==> config.mk <==
export PLATFORM = sky130hd
export DESIGN_NAME = rle_board_loader
export DESIGN_NICKNAME = d
export VERILOG_FILES = /design/src/rtl/rle_board_loader.sv
export SDC_FILE = /design/constraint.sdc
export NUM_CORES = 1
export LEC_CHECK = 0
export BUFFER_PORTS_ARGS = -buffer_cell sky130_fd_sc_hd__buf_4
export CORE_MARGIN = 5
export CORE_UTILIZATION = 35
export DETAILED_ROUTE_END_ITERATION = 8
export GPL_ROUTABILITY_DRIVEN = 0
export HOLD_SLACK_MARGIN = 0.05
export SLEW_MARGIN = 5
export SYNTH_ARGS = -nofsm -noshare
export SYNTH_HDL_FRONTEND = slang
export SYNTH_SLANG_ARGS = --single-unit
==> constraint.sdc <==
create_clock -name clock -period 2.1 [get_ports clock]
set_clock_uncertainty 0.15 [all_clocks]
set_input_delay 0.42 -clock clock [delete_from_list [all_inputs] [get_ports clock]]
set_output_delay 0.42 -clock clock [all_outputs]
set_load 0.02 [all_outputs]
==> src/rtl/rle_board_loader.sv <==
// Expands an RLE byte stream (bit7 = value, bits6:0 = N -> N+1 cells) into a
// cell-at-a-time board stream. Short downloads are padded with zeros and long ones are truncated.
module rle_board_loader #(
  parameter int BOARD_PIXELS = 2073600
) (
  input  logic        clock,
  input  logic        reset,
  input  logic        dl_active,
  input  logic        dl_wr,
  input  logic [7:0]  dl_data,
  output logic        dl_wait,
  output logic        pix_valid,
  output logic        pix_data,
  input  logic        pix_ready,
  output logic [21:0] pix_count,
  output logic        load_done,
  output logic        overflow
);
  localparam logic [21:0] BP = 22'(BOARD_PIXELS);

  typedef enum logic [1:0] {IDLE, RUN, PAD, DONE} state_t;

  state_t      state_q, state_d;
  logic [7:0]  run_rem_q, run_rem_d;
  logic        run_val_q, run_val_d;
  logic [21:0] cnt_q, cnt_d;
  logic        ovf_q, ovf_d;
  logic        act_prev_q;
  logic        rise, full, accept;

  always_comb begin
    rise      = dl_active & ~act_prev_q;
    full      = (cnt_q >= BP);
    state_d   = state_q;
    run_rem_d = run_rem_q;
    run_val_d = run_val_q;
    cnt_d     = cnt_q;
    ovf_d     = ovf_q;
    accept    = 1'b0;
    dl_wait   = 1'b0;
    pix_valid = 1'b0;
    pix_data  = 1'b0;
    load_done = 1'b0;
    case (state_q)
      IDLE: ;
      RUN: begin
        accept  = dl_wr & dl_active & (run_rem_q == 8'd0);
        dl_wait = accept | (run_rem_q != 8'd0);
        if (run_rem_q != 8'd0) begin
          // Board already full: burn the excess cells at one per cycle.
          if (full) begin
            run_rem_d = run_rem_q - 8'd1;
            ovf_d     = 1'b1;
          end else begin
            pix_valid = 1'b1;
            pix_data  = run_val_q;
            if (pix_ready) begin
              run_rem_d = run_rem_q - 8'd1;
              cnt_d     = cnt_q + 22'd1;
            end
          end
        end else if (accept) begin
          run_val_d = dl_data[7];
          run_rem_d = {1'b0, dl_data[6:0]} + 8'd1;
        end else if (!dl_active) begin
          state_d = full ? DONE : PAD;
        end
      end
      PAD: begin
        if (full) state_d = DONE;
        else begin
          pix_valid = 1'b1;
          if (pix_ready) cnt_d = cnt_q + 22'd1;
        end
      end
      DONE: begin
        load_done = ~rise;
        state_d   = IDLE;
      end
      default: state_d = IDLE;
    endcase
    // A new download restarts the load from any state but RUN.
    if (rise && state_q != RUN) begin
      state_d   = RUN;
      run_rem_d = 8'd0;
      cnt_d     = 22'd0;
      ovf_d     = 1'b0;
    end
    if (reset) begin
      dl_wait   = 1'b0;
      pix_valid = 1'b0;
      pix_data  = 1'b0;
      load_done = 1'b0;
    end
  end

  // act_prev resets high so a download already active at reset release is not a start.
  always_ff @(posedge clock) begin
    if (reset) begin
      state_q    <= IDLE;
      run_rem_q  <= 8'd0;
      run_val_q  <= 1'b0;
      cnt_q      <= 22'd0;
      ovf_q      <= 1'b0;
      act_prev_q <= 1'b1;
    end else begin
      state_q    <= state_d;
      run_rem_q  <= run_rem_d;
      run_val_q  <= run_val_d;
      cnt_q      <= cnt_d;
      ovf_q      <= ovf_d;
      act_prev_q <= dl_active;
    end
  end

  assign pix_count = cnt_q;
  assign overflow  = ovf_q;
endmodule
=== Yosys cells after proc, flatten, opt, wreduce, memory -nomap -nowiden ===
Cells that the tools add are included.

* Bits in registers: 35
* Input bits: 13
* Logic and storage cells: 73

* $add $sub $neg: 3
* $lt $le $gt $ge: 1
* Eq/ne operators: 14
* Multiplexer cells: 27
* Bitwise operators: 7
* Reduce and logical (&&, ||, !) cells: 14

{| class="wikitable"
|+ Operators by type and width
! cell !! number
|-
| 22-bit 2-to-1 mux || 3
|-
| 22-bit one-hot mux with 2 select lines || 1
|-
| 8-bit 2-to-1 mux || 4
|-
| 22-bit by 1-bit adder with 22-bit output, second input constant || 1
|-
| 22-bit by 21-bit >= comparator with 1-bit output, second input constant || 1
|-
| 3-bit != test, second input constant || 5
|-
| 1-bit 2-to-1 mux || 13
|-
| 2-bit != test, second input constant || 5
|-
| 5-bit AND reduction || 2
|-
| 3-bit AND reduction || 3
|-
| 7-bit by 1-bit adder with 8-bit output, second input constant || 1
|-
| 8-bit zero test || 1
|-
| 2-bit 2-to-1 mux || 4
|-
| 8-bit nonzero test || 1
|-
| 8-bit by 1-bit subtractor with 8-bit output, second input constant || 1
|-
| 2-bit one-hot mux with 3 select lines || 1
|-
| 2-bit == test, second input constant || 2
|-
| 2-bit nonzero test || 2
|-
| 4-bit nonzero test || 1
|-
| 1-bit AND || 3
|-
| 1-bit inverter || 3
|-
| 3-bit nonzero test || 1
|-
| 2-bit by 1-bit == test with 1-bit output, second input constant || 1
|-
| 2-bit by 1-bit != test with 1-bit output, second input constant || 1
|-
| 5 further kinds || 5
|}

=== Logic depth before layout (Yosys ltp) ===
* Depth after elaboration: 7
* Gate-level depth with buffers: 8

=== Least setup slack after synthesis ===
Ideal clock, no wire load.

* Kind: flip-flop to output port
* Start point: register run_rem_q[0]
* End point: output port pix_valid
* Data arrival time: 1855 ps
* Required time: 1530 ps
* Slack: -325 ps
* Stages on the path, launching flop included: 8
* Cell sequence: dfxtp_1 -> inv_1 -> ha_1 -> nor3b_1 -> nand2_1 -> clkbuf_1 -> a21oi_1 -> nor4_1

* Word-level cells in the longest chain between the ends: 4

{| class="wikitable"
|+ RTL lines
! item !! RTL line !! source
|-
| start: declaration || 24 || <nowiki>logic [7:0] run_rem_q, run_rem_d;</nowiki>
|-
| start signal: assignment || 108 || <nowiki>run_rem_q <= run_rem_d;</nowiki>
|-
| 8-bit nonzero test || 49 || <nowiki>if (run_rem_q != 8'd0) begin</nowiki>
|-
| 1-bit 2-to-1 mux || 49 ||
|-
| 1-bit one-hot mux with 2 select lines || 44 || <nowiki>case (state_q)</nowiki>
|-
| 1-bit 2-to-1 mux || 89 || <nowiki>if (reset) begin</nowiki>
|-
| end: declaration || 12 || <nowiki>output logic pix_valid,</nowiki>
|}

No other way between the ends.

=== Worst setup path after layout ===
* Start point: register run_rem_q[1]
* End point: output port dl_wait

* Word-level cells in the longest chain between the ends: 5
* Elaborated cells on any way between the ends: 6
* Those cells by class: mux (2); bitwise (2); reduce/logical (2)

{| class="wikitable"
|+ RTL lines
! item !! RTL line !! source
|-
| 8-bit zero test || 47 || <nowiki>accept = dl_wr & dl_active & (run_rem_q == 8'd0);</nowiki>
|-
| 1-bit AND || 47 ||
|-
| 1-bit OR (*) || 48 || <nowiki>dl_wait = accept | (run_rem_q != 8'd0);</nowiki>
|-
| 1-bit 2-to-1 mux (*) || 44 ||
|-
| 1-bit 2-to-1 mux (*) || 89 ||
|-
| end: declaration || 11 || <nowiki>output logic dl_wait,</nowiki>
|}

Every way passes the cells marked *; elsewhere a longest branch is shown, timed or not.

==> results list <==
* Die Y: 86.7 um
- The analysis attributes to cell leakage a power of 1.25 nW.
- Dividing the detail-routed wire length by the instance count gives 13.6 um.
* Overall routing resource usage: 14.9%
* Kind of start point of the critical path: flip-flop
- Launch instance of the worst register-to-register path: run_rem_q[5]
- Die area: 7520 sq um
* Hpwl dp: 4190 um
- Area share of the leading cell type in the synthesized netlist: 34.0%
- Relative to the synthesized area, the layout overhead comes to 60.4%.
- STA puts the critical path data required time at 1530 ps.
* Sequential share of the synthesized area: 34.0%
- Final instance area: 3300 sq um
- The endpoint identified for the worst register-to-register timing path is state_q[1].
- Tracing the worst setup path back leads to its startpoint at run_rem_q[1].
- During placement, the flow inserted port buffers numbering 39.
* Worst hold endpoint: act_prev_q
- Post-Layout Cell Count: 433
- Dividing the synthesized area by the synthesized cell count gives 7.83 sq um.
- Width of the chip: 86.7 um
- After layout, the worst path uses 107% of the clock period.
* Antenna Cells: 0
- The cell area that synthesis handed to floorplanning was 2060 sq um.
- The setup path with the least slack is of type flip-flop to primary output.
- Endpoints failing hold: 0
- Clock-pin slew reported for the worst setup and hold paths after clock tree synthesis: 70 ps
- The placed instances occupy a cell area of 2760 sq um.
- Max-cap violations in this run came to 0.
* Layout cell share with drive strength beyond 1: 46.6%
- In this run the count of I/O pins placed on the die edge is 40.
* Clock network latency to the later pin of the worst-skew pair: 280 ps
- Grt total ovfl: 0
* Number of buffers added by the clock tree synthesis step: 5
- Number of synthesis warnings: 0
- Synthesis inferred 35 register bits.
- Synthesis handed over a netlist of 263 instances.
- The number of global-route vias before repair came to 2060.
- Once placement completed, the tool counted placed cells totaling 407.
- Summing over every cut layer, the via total after detailed routing is 2267.
- In the routed design, unresolved DRC markers number 0.
- Global-route wire length before repair: 9320 um
* Hold buffer count at CTS: 0
- Final antenna-violating net count: 0
* CP arrival: 1670 ps
* Worst Max-Slew Pin Slew: 432 ps
* Avg Vias per Cell: 5.24
- Sinks on Clock Net: 35
- Of all flip-flops after synthesis, the portion carrying an async set or reset was 0%.
- The largest total area in the synthesized netlist belongs to dfxtp_1.
- Minimum clock period after layout: 2240 ps
* TNS Setup: -373 ps
* Worst hold path class: primary input to flip-flop
- FF-to-FF path depth: 6
- The worst hold path passes through 2 cells.
- Clock tree from TritonCTS: done
* Floorplan Core Area: 5820 sq um
- The startpoint identified for the worst hold timing path is dl_active.
- The longest clock path from root to sink contains 2 buffers.
* Unrepaired setup endpoints after global routing: true
- STA classifies the critical path endpoint as a primary output.
- The initial antenna violation count came to 0.
- The synthesized netlist contains 43 unique library cells.
- The synthesized design contains 0 enable-type register cells.
* Violations in the final reports: setup timing
* Setup slack of the most critical reg-to-reg path: -90 ps
- Max FO, Critical Path: 2
* Starting utilization of the core area: 35.4%
* FMAX: 446 MHz
- Utilization after layout: 56.8%
* Syn_nets: 285
- VDD sags by at most 391 uV.
* H-tree Lvls: 2
* Headroom to the max-slew limit: 71.1%
* Pwr per Cell Area: 787 nW/um^2
- Largest cells by area after synthesis: dfxtp_1 (34%), a21oi_1 (6.3%), ha_1 (5.5%)
* Final WS setup: -140 ps
* Pin count of the biggest net entering global routing: 16
- In the final design database the tool counted 379 nets.
- DRT Pass-1 Iters: 4
* Wirelength, routed: 5910 um
- The flow ran to the end, but the final reports show violations.
- The tree is rooted in a clkbuf_8.
- Most instantiated flip-flop cell in the synthesis netlist: dfxtp_1
- The first routing iteration left 143 violations.
- Cell row count: 28
- The final number of max-transition violations is 0.
- Setup violations remaining at the end of the flow were counted as 7.
## worst max-delay path, cell delays in order, from the launching register on
cell and delay (ps):
dfxtp_2 320, inv_2 80, ha_4 130, or3b_4 400, o31ai_4 270, nor2_2 60
buf_6 130
## power breakdown
group | switching, mW | total (mW) | internal [mW]
Sequential | 0.0387 | 0.745 | 0.707
Combinational | 0.608 | 1.23 | 0.620
Clock | 0.243 | 0.627 | 0.384
Total | 0.890 | 2.60 | 1.71
## cells in the final DEF (no fill, tap or decap), types with 4 or more instances in the layout
cell,Yosys,routed
inv_1,13,9
or3_4,0,4
ha_1,9,6
a21oi_2,0,9
a21oi_1,26,17
buf_4,0,84
nand2_1,20,18
nand3_1,20,18
o21ai_1,0,10
nor3_1,9,6
clkbuf_8,0,6
o21ai_0,20,10
or3_1,12,8
nor2_1,24,23
dfxtp_1,35,24
inv_2,0,4
nand4_1,4,4
dfxtp_2,0,11
xor2_1,6,6
buf_6,3,11
xnor2_1,4,4
## flip-flops by register name, summed over array words and instances, names as in the netlist
name / count
run_val_q: 1
run_rem_q: 8
overflow: 1
pix_count: 22
act_prev_q: 1
state_q: 2
## logic make-up after synthesis
kind of cell | share of synthesized area [%]
AND/OR/NAND/NOR | 28.2
AO/OA/AOI/OAI | 21.6
flip-flops | 34.0
buffers and inverters | 5.53
XOR/XNOR | 4.25
adder cells (fa/ha/maj) | 5.47
multiplexers | 0.972
## metrics by stage
stage	power, mW	worst slack (ps)	hold slack [ps]
after CTS	2.36	-165	193
final	2.60	-140	204
after global placement	1.60	-27.9	310
after detailed placement	1.60	-41.1	315
after global routing	2.77	-211	207
after floorplan	1.29	-59.9	308
## metal layers
layer | GRT usage, % | share of wire [%] | up-vias
met2 | 26.1 | 53 | 44
met3 | 2.66 | 4.4 | 4
met1 | 18.5 | 42 | 1075
li1 | - | - | 1144
met4 | 4.67 | 0.49 | 0
met5 | 0 | 0 | -
## cell type report
type | instances | area (sq um)
fill | 551 | 2510
multi-input combinational | 205 | 1530
timing repair buffer | 97 | 795
sequential | 35 | 714
tap | 75 | 93.8
clock buffer | 6 | 82.6
inverter | 13 | 48.8
clock inverter | 2 | 35.0
## synth_stat cells, drive strengths merged (2+ instances only)
cell	number
nor3b	3
nand3	21
buf	4
or3b	2
clkbuf	7
nor3	9
o211ai	3
a311oi	2
nor4	6
o31a	2
a21oi	26
o21a	3
ha	9
or3	12
xnor2	4
xor2	6
or2	3
nor2b	2
nand2	20
a211oi	2
a31oi	5
nor2	25
a2111o	2
or4	2
mux2i	2
o21ai	20
inv	13
nand4	4
dfxtp	35
o31ai	4
## worst max path at each step
stage,endpoint,cells past startpoint
floorplan,pix_count[17],8
global placement,dl_wait,6
detailed placement,dl_wait,6
CTS,dl_wait,6
global route,dl_wait,6
finish,dl_wait,6
## what timing repair did
action | in CTS | in global routing
gates resized for setup | 23 | 55
cloned | 0 | 2
pin swaps | 16 | 19
buffers inserted | 5 | 12
endpoints found under the setup margin | 13 | 26
No activity file was read; power rests on OpenSTA's default activity.
